===== config.mk =====
export PLATFORM = sky130hd
export DESIGN_NAME = gfx_wr_arbiter
export DESIGN_NICKNAME = d
export VERILOG_FILES = /design/src/rtl/gfx_pkg.sv /design/src/rtl/gfx_wr_fifo.sv /design/src/rtl/gfx_wr_arbiter.sv
export SDC_FILE = /design/constraint.sdc
export NUM_CORES = 1
export LEC_CHECK = 0
export ABC_AREA = 0
export CORE_UTILIZATION = 56
export CTS_CLUSTER_SIZE = 30
export DETAILED_ROUTE_END_ITERATION = 8
export HOLD_SLACK_MARGIN = 0.1
export PLACE_DENSITY = 0.89
export SYNTH_ARGS = -nofsm -noshare
export SYNTH_HDL_FRONTEND = slang
export SYNTH_SLANG_ARGS = --single-unit

===== constraint.sdc =====
create_clock -name clk -period 2.9 [get_ports clk]
set_clock_uncertainty 0.15 [all_clocks]
set_input_delay 0.29 -clock clk [delete_from_list [all_inputs] [get_ports clk]]
set_output_delay 0.29 -clock clk [all_outputs]
set_load 0.05 [all_outputs]

===== src/rtl/gfx_pkg.sv =====
// gfx_pkg: shared widths, write record type and grant encodings for the gfx write arbiter
package gfx_pkg;
  localparam int GFX_ADDR_BITS = 12;
  localparam int GFX_DATA_BITS = 16;
  typedef struct packed {
    logic [GFX_ADDR_BITS-1:0] addr;
    logic [GFX_DATA_BITS-1:0] data;
  } gfx_wr_t;
  typedef enum logic [2:0] {GNT_IDLE, GNT_COP, GNT_HOLD, GNT_CPU, GNT_FORCE} gnt_e;
endpackage


===== src/rtl/gfx_wr_fifo.sv =====
// gfx_wr_fifo: synchronous fall-through FIFO of register writes
module gfx_wr_fifo
  import gfx_pkg::*;
#(
  parameter int DEPTH = 4
) (
  input  logic    clk,
  input  logic    rst,
  input  logic    push,
  input  logic    pop,
  input  gfx_wr_t wdata,
  output gfx_wr_t head,
  output logic    full,
  output logic    empty
);
  localparam int AW = $clog2(DEPTH);
  logic [AW:0] wr_ptr, rd_ptr;
  gfx_wr_t mem [DEPTH];
  logic do_push, do_pop;
  assign empty = wr_ptr == rd_ptr;
  assign full = (wr_ptr[AW-1:0] == rd_ptr[AW-1:0]) && (wr_ptr[AW] != rd_ptr[AW]);
  assign head = mem[rd_ptr[AW-1:0]];
  // a pop does not free a slot for a same-cycle push
  assign do_push = push && !full;
  assign do_pop = pop && !empty;
  always_ff @(posedge clk or posedge rst)
    if (rst) begin
      wr_ptr <= '0;
      rd_ptr <= '0;
    end else begin
      if (do_push) wr_ptr <= wr_ptr + 1'b1;
      if (do_pop) rd_ptr <= rd_ptr + 1'b1;
    end
  always_ff @(posedge clk)
    if (do_push) mem[wr_ptr[AW-1:0]] <= wdata;
endmodule


===== src/rtl/gfx_wr_arbiter.sv =====
// gfx_wr_arbiter: shares the gfx register write bus between copper (priority) and queued CPU writes
module gfx_wr_arbiter
  import gfx_pkg::*;
#(
  parameter int FIFO_DEPTH = 4,
  parameter int MAX_STARVE = 8,
  parameter int ADDR_BITS  = GFX_ADDR_BITS,
  parameter int DATA_BITS  = GFX_DATA_BITS
) (
  input  logic                 clk,
  input  logic                 rst,
  input  logic [ADDR_BITS-1:0] cpu_address,
  input  logic [DATA_BITS-1:0] cpu_data,
  input  logic                 cpu_wr,
  input  logic [ADDR_BITS-1:0] cop_address,
  input  logic [DATA_BITS-1:0] cop_data,
  input  logic                 cop_wr,
  input  logic                 clr_flags,
  output logic [ADDR_BITS-1:0] gfx_address,
  output logic [DATA_BITS-1:0] gfx_data,
  output logic                 gfx_wr,
  output logic                 fifo_full,
  output logic                 cpu_ovf,
  output logic                 cop_ovr
);
  localparam int SW = $clog2(MAX_STARVE + 1);
  logic [SW-1:0] starve_cnt, starve_nxt;
  gfx_wr_t cpu_in, cop_in, head, hold, issue;
  logic hold_v, hold_v_nxt, hold_load, fifo_empty, pop, cop_drop;
  gnt_e gnt;
  assign cpu_in = '{addr: cpu_address, data: cpu_data};
  assign cop_in = '{addr: cop_address, data: cop_data};
  gfx_wr_fifo #(.DEPTH(FIFO_DEPTH)) u_fifo (
    .clk(clk), .rst(rst), .push(cpu_wr), .pop(pop), .wdata(cpu_in),
    .head(head), .full(fifo_full), .empty(fifo_empty)
  );
  always_comb begin
    gnt = (!fifo_empty && starve_cnt == SW'(MAX_STARVE)) ? GNT_FORCE :
          hold_v ? GNT_HOLD : cop_wr ? GNT_COP : !fifo_empty ? GNT_CPU : GNT_IDLE;
    issue = gnt == GNT_HOLD ? hold : gnt == GNT_COP ? cop_in : head;
    pop = gnt == GNT_FORCE || gnt == GNT_CPU;
    // during a forced CPU slot the incoming copper write parks in hold unless hold is busy
    cop_drop = gnt == GNT_FORCE && cop_wr && hold_v;
    hold_load = cop_wr && (gnt == GNT_HOLD || (gnt == GNT_FORCE && !hold_v));
    hold_v_nxt = gnt == GNT_HOLD ? cop_wr : gnt == GNT_FORCE ? (hold_v || cop_wr) : hold_v;
    starve_nxt = (fifo_empty || pop) ? '0 :
                 ((gnt == GNT_HOLD || gnt == GNT_COP) && starve_cnt < SW'(MAX_STARVE)) ?
                 starve_cnt + 1'b1 : starve_cnt;
  end
  always_ff @(posedge clk or posedge rst)
    if (rst) begin
      hold_v <= 1'b0;
      hold <= '0;
      starve_cnt <= '0;
      gfx_wr <= 1'b0;
      gfx_address <= '0;
      gfx_data <= '0;
      cpu_ovf <= 1'b0;
      cop_ovr <= 1'b0;
    end else begin
      hold_v <= hold_v_nxt;
      if (hold_load) hold <= cop_in;
      starve_cnt <= starve_nxt;
      gfx_wr <= gnt != GNT_IDLE;
      if (gnt != GNT_IDLE) begin
        gfx_address <= issue.addr;
        gfx_data <= issue.data;
      end
      cpu_ovf <= (cpu_wr && fifo_full) || (cpu_ovf && !clr_flags);
      cop_ovr <= cop_drop || (cop_ovr && !clr_flags);
    end
endmodule

* Word-level counts from Yosys, hierarchy flattened *
Memories as Yosys holds them, arrays and structs flattened.
Cells that the tools add are included.

operators by class
  add/sub/neg operators = 3
  multipliers = 0
  divide/modulo/power cells = 0
  magnitude comparators = 1
  equal/unequal tests = 8
  shift-type cells = 0
  muxes and demuxes = 12
  bitwise operators = 0
  reduce and logical (&&, ||, !) cells = 26

operator list
  kind                 count
  $mux 28              2
  $logic_and 1x1->1    12
  $mux 4               2
  $logic_or 1x1->1     7
  $add 3x1->3 const B  2
  $eq 3x2->1 const B   2
  $mux 2               3
  $add 4x1->4 const B  1
  $eq 4x4->1 const B   1
  $logic_not 1->1      4
  $lt 4x4->1 const B   1
  $mux 1               4
  $reduce_bool 2->1    2
  $eq 3x1->1 const B   1
  $eq 3x3->1           1
  $eq 3x3->1 const B   1
  $mux 3               1
  $reduce_bool 3->1    1
  $eq 2x2->1           1
  $ne 1x1->1           1

storage, ports and cells
  register bits = 70
  bits in latches = 0
  bits in writable memories = 112
  memory bits (read-only) = 0
  input bits = 61
  output and inout port bits = 32
  word-level logic and storage cells = 62
  memories = 1

memory list
  memory      depth  width  rd ports  clocked after Yosys merged registers in  write ports  line               text
  u_fifo.mem  4      28     1         0                                        1            gfx_wr_fifo.sv:18  gfx_wr_t mem [DEPTH];

* Depth between registers and ports, before layout *
  depth after elaboration = 10
  mapped depth = 7
  gate-level depth less buffers = 6

* By module *
Synthesis repeated with hierarchy kept, for this count alone.

second synthesis, totals
  cells, all modules = 504
  area total of the unflattened synthesis = 7998.9 um2

by module, submodules not included
  module          times used  cells an instance  area an instance (um2)  seq. area each (um2)
  gfx_wr_fifo     1           197                4556.9                  3513.4
  gfx_wr_arbiter  1           307                3442.1                  1601.5

* Least setup slack after synthesis *
OpenSTA, ideal clock, no wires.

  path kind = register to register
  start = reg u_fifo.rd_ptr[0]
  end = mem u_fifo.mem[3][0] in the netlist's numbering, enable pin
  library setup time = 0.389 ns
  arrival time = 1.966 ns
  data required time = 2.361 ns
  path slack = 0.395 ns
  cell stages (with the launch flop) = 5
  path buffers = 1
  period minus slack after synthesis = 2.505 ns
  cells stage by stage = dfrtp_1 > buf_2 > xor2_1 > o31a_1 > and2_1

between the ends
  word-level cells in the longest chain between the ends = 6

ends and longest elaborated chain
  item                          line               text
  start, declared               gfx_wr_fifo.sv:17  logic [AW:0] wr_ptr, rd_ptr;
  start signal, assigned        gfx_wr_fifo.sv:32  if (do_pop) rd_ptr <= rd_ptr + 1'b1;
  $eq 2x2->1                    gfx_wr_fifo.sv:21  assign full = (wr_ptr[AW-1:0] == rd_ptr[AW-1:0]) && (wr_ptr[AW] != rd_ptr[AW]);
  $logic_and 1x1->1             gfx_wr_fifo.sv:21
  $logic_not 1->1               gfx_wr_fifo.sv:24  assign do_push = push && !full;
  $logic_and 1x1->1             gfx_wr_fifo.sv:24
  $mux 1                        gfx_wr_fifo.sv:35  if (do_push) mem[wr_ptr[AW-1:0]] <= wdata;
  $mux 1 (implied by the code)  gfx_wr_fifo.sv:35
  end, declared                 gfx_wr_fifo.sv:18

Every way passes these cells.

* Worst setup path in the final report *
  start = reg u_fifo.rd_ptr[1]
  end = reg hold[8] in the netlist's numbering

between the ends
  word-level cells in the longest chain between the ends = 9
  elaborated cells between the ends (all ways) = 12
  classes of those cells = eq/ne: 3; mux: 4; reduce/logical: 5

ends and longest elaborated chain
  item                  line                  text
  $eq 3x3->1 *          gfx_wr_fifo.sv:20     assign empty = wr_ptr == rd_ptr;
  $mux 2 (3 in series)  gfx_wr_arbiter.sv:39  hold_v ? GNT_HOLD : cop_wr ? GNT_COP : !fifo_empty ? GNT_CPU : GNT_IDLE;
  $mux 3 *              gfx_wr_arbiter.sv:38  gnt = (!fifo_empty && starve_cnt == SW'(MAX_STARVE)) ? GNT_FORCE :
  $eq 3x3->1            gfx_wr_arbiter.sv:44  hold_load = cop_wr && (gnt == GNT_HOLD || (gnt == GNT_FORCE && !hold_v));
  $logic_and 1x1->1     gfx_wr_arbiter.sv:44
  $logic_or 1x1->1 *    gfx_wr_arbiter.sv:44
  $logic_and 1x1->1 *   gfx_wr_arbiter.sv:44
  end signal, assigned  gfx_wr_arbiter.sv:62  if (hold_load) hold <= cop_in;
  end, declared         gfx_wr_arbiter.sv:28  gfx_wr_t cpu_in, cop_in, head, hold, issue;

Every way passes the cells marked *; elsewhere a longest branch is shown, timed or not.
A chain may end at the register's enable or synchronous reset.

==> impl_metrics.env <==
export IMPL_slew_viol_final=0
export IMPL_ant_nets=0
export IMPL_final_common_cell="edfxtp_1"
export IMPL_worstRegToRegCells=5
export IMPL_ys_async_sr_fraction_pct=38.46
export IMPL_grt_pass1_vias=5085
export IMPL_num_fill_cells=858
export IMPL_dp_hpwl_um=11300
export IMPL_htreeDepth=4
export IMPL_criticalPathCategory="register to register"
export IMPL_vias=5144
export IMPL_gp_congestion=0.8465
export IMPL_final_net_count=695
export IMPL_antenna_found_initial=0
export IMPL_cts_buffer_depth=2
export IMPL_r2r_end="hold[8]"
export IMPL_drive_gt1_share_pct=16.90
export IMPL_fin_setup_tns_ns=0
export IMPL_path_clk_slew_ns=0.06
export IMPL_cts_root_buffer="clkbuf_16"
export IMPL_status="completed"
export IMPL_synth_cell_type_count=44
export IMPL_syn2layout_area_growth_pct=20.73
export IMPL_rsz0062_at_grt="no"
export IMPL_final_seq_area_sq_mm=0.005116
export IMPL_wl_per_cell_um=21.35
export IMPL_numCtsBuffers=17
export IMPL_port_buffers=92
export IMPL_initial_utilization_pct=57.53
export IMPL_dieArea_sq_mm=0.01474
export IMPL_die_width_um=121.4
export IMPL_clkLatencyLatePin_ns=0.43
export IMPL_synthCells=537
export IMPL_ctsResizeCount=0
export IMPL_hold_viol_final=0
export IMPL_max_freq_ghz=0.3998
export IMPL_holdBufCountCts=1
export IMPL_grt_first_pass_wirelength_um=27480
export IMPL_drc=0
export IMPL_avgSynthCellArea_sq_um=14.87
export IMPL_synth_main_ff_cell="edfxtp_1"
export IMPL_synth_edf_count=112
export IMPL_grt_max_degree=69
export IMPL_path_max_fanout=28
export IMPL_yosys_warnings=0
export IMPL_vias_per_cell=6.281
export IMPL_initialDrtViolationCount=682
export IMPL_min_period_ns=2.501
export IMPL_pin_count=93
export IMPL_timing_reg2reg_setup_slack_ns=0.40
export IMPL_cts_tree="built"
export IMPL_clock_sinks=182
export IMPL_worst_pin_slew_ns=1.197
export IMPL_peakVddDrop_mv=0.5356
export IMPL_diodes=0
export IMPL_dieHeight_um=121.4
export IMPL_hold_depth=3
export IMPL_p_leak_nw=3.718
export IMPL_grt_overflow=0
export IMPL_rows=43
export IMPL_arrival_ns=2.68
export IMPL_ys_seq_elements=182
export IMPL_r2r_start="u_fifo.rd_ptr[1]"
export IMPL_drt_pass1_iter_count=5
export IMPL_core_area_sq_mm=0.01388
export IMPL_required_ns=3.08
export IMPL_maxCapViolCount=0
export IMPL_synth_area_sq_mm=0.007985
export IMPL_critPathCaptureType="register"
export IMPL_slew_headroom_pct=19.99
export IMPL_multi_input_area_sq_mm=0.002552
export IMPL_min_delay_start="cop_data[12]"
export IMPL_finalCritPeriodShare_pct=86.25
export IMPL_min_to="hold[12]"
export IMPL_fin_cells=819
export IMPL_hold_class="primary input to register"
export IMPL_synth_fp_nets=605
export IMPL_ys_seq_area_share_pct=64.06
export IMPL_grt_usage_pct=25.32
export IMPL_final_cell_mix="edfxtp_1 (112), clkdlybuf4s50_1 (91), dfrtp_1 (69)"
export IMPL_cp_start_kind="register"
export IMPL_p_per_area_mw_per_mm2=1030
export IMPL_postCtsSetupRepairBufs=0
export IMPL_place_inst=787
export IMPL_setup_viol=0
export IMPL_wl_um=17480
[final cells by class]
cell class              count  area share (%)
clock buffers              18           4.452
clock inverters            13           1.051
inverters                  36           1.402
flip-flops and latches    182           53.07
repair buffers            110           11.21
multi-input cells         280           26.48
well taps                 180           2.336
[worst max path at each step]
stage                           from  slack (ns)                to
floorplan           u_fifo.rd_ptr[0]        0.39  u_fifo.mem[3][0]
global placement    u_fifo.rd_ptr[1]        0.62          hold[16]
detailed placement  u_fifo.rd_ptr[1]        0.51          hold[17]
CTS                 u_fifo.rd_ptr[2]        0.45          hold[23]
global route        u_fifo.rd_ptr[2]        0.29          hold[23]
finish              u_fifo.rd_ptr[1]        0.40           hold[8]
[synthesized netlist by cell type, drive strengths merged (18+ instances only)]
library cell | number | area (sq um)
o21ai | 26 | 130.1
clkbuf | 21 | 78.83
nor2 | 31 | 116.4
buf | 18 | 117.6
mux4 | 28 | 630.6
o31ai | 30 | 339.1
nand3 | 27 | 140.1
edfxtp | 112 | 3363
dfrtp | 70 | 1752
mux2i | 28 | 280.3
nand4 | 31 | 193.9
a221oi | 27 | 236.5
inv | 36 | 135.1
[logic make-up after synthesis]
group           Yosys count  share of synthesized area (%)
xor+xnor                 13                          1.802
mux                      57                          11.55
flops                   182                          64.06
simple gates            104                          6.722
buf+inv                  75                          4.152
fa+ha+maj                 7                          1.097
compound gates           99                          10.62
[registers in the layout (all words and copies together), names as in the netlist]
name	cells
cop_ovr	1
cpu_ovf	1
gfx_address	12
gfx_data	16
gfx_wr	1
hold	28
hold_v	1
starve_cnt	4
u_fifo.mem	112
u_fifo.rd_ptr	3
u_fifo.wr_ptr	3
[critical path, cell delays in order (launching register included)]
cell and delay (ns):
dfrtp_1 0.50, xor2_1 0.19, buf_4 0.18, o311ai_4 0.99, nand4_1 0.25, o31ai_2 0.12
[stage by stage]
step / area, sq um / total power [mW] / hold WS (ns) / setup slack (ns) / util [%]
global placement: 9100 / 7.669 / 0.3371 / 0.6227 / 65.56
floorplan: 7985 / 6.683 / 0.2389 / 0.3948 / -
finish: 9641 / 9.931 / 0.3055 / 0.3988 / 69.45
detailed placement: 9100 / 7.857 / 0.3314 / 0.5100 / 65.56
CTS: 9641 / 9.966 / 0.2940 / 0.4475 / 69.45
global route: 9641 / 10.35 / 0.3190 / 0.2857 / 69.45
[metal layers]
metal	track usage (%)	wire, um
met5	0	0
met3	5.874	1309
met2	38.92	8587
met4	10.03	379
met1	35.12	7208
[power by group]
group          total, mW  internal (mW)  switching, mW
clock               2.06           1.10          0.965
sequential          3.99           3.55          0.434
combinational       3.88           1.61           2.28
Note: power is estimated with default switching activity, not from simulation.
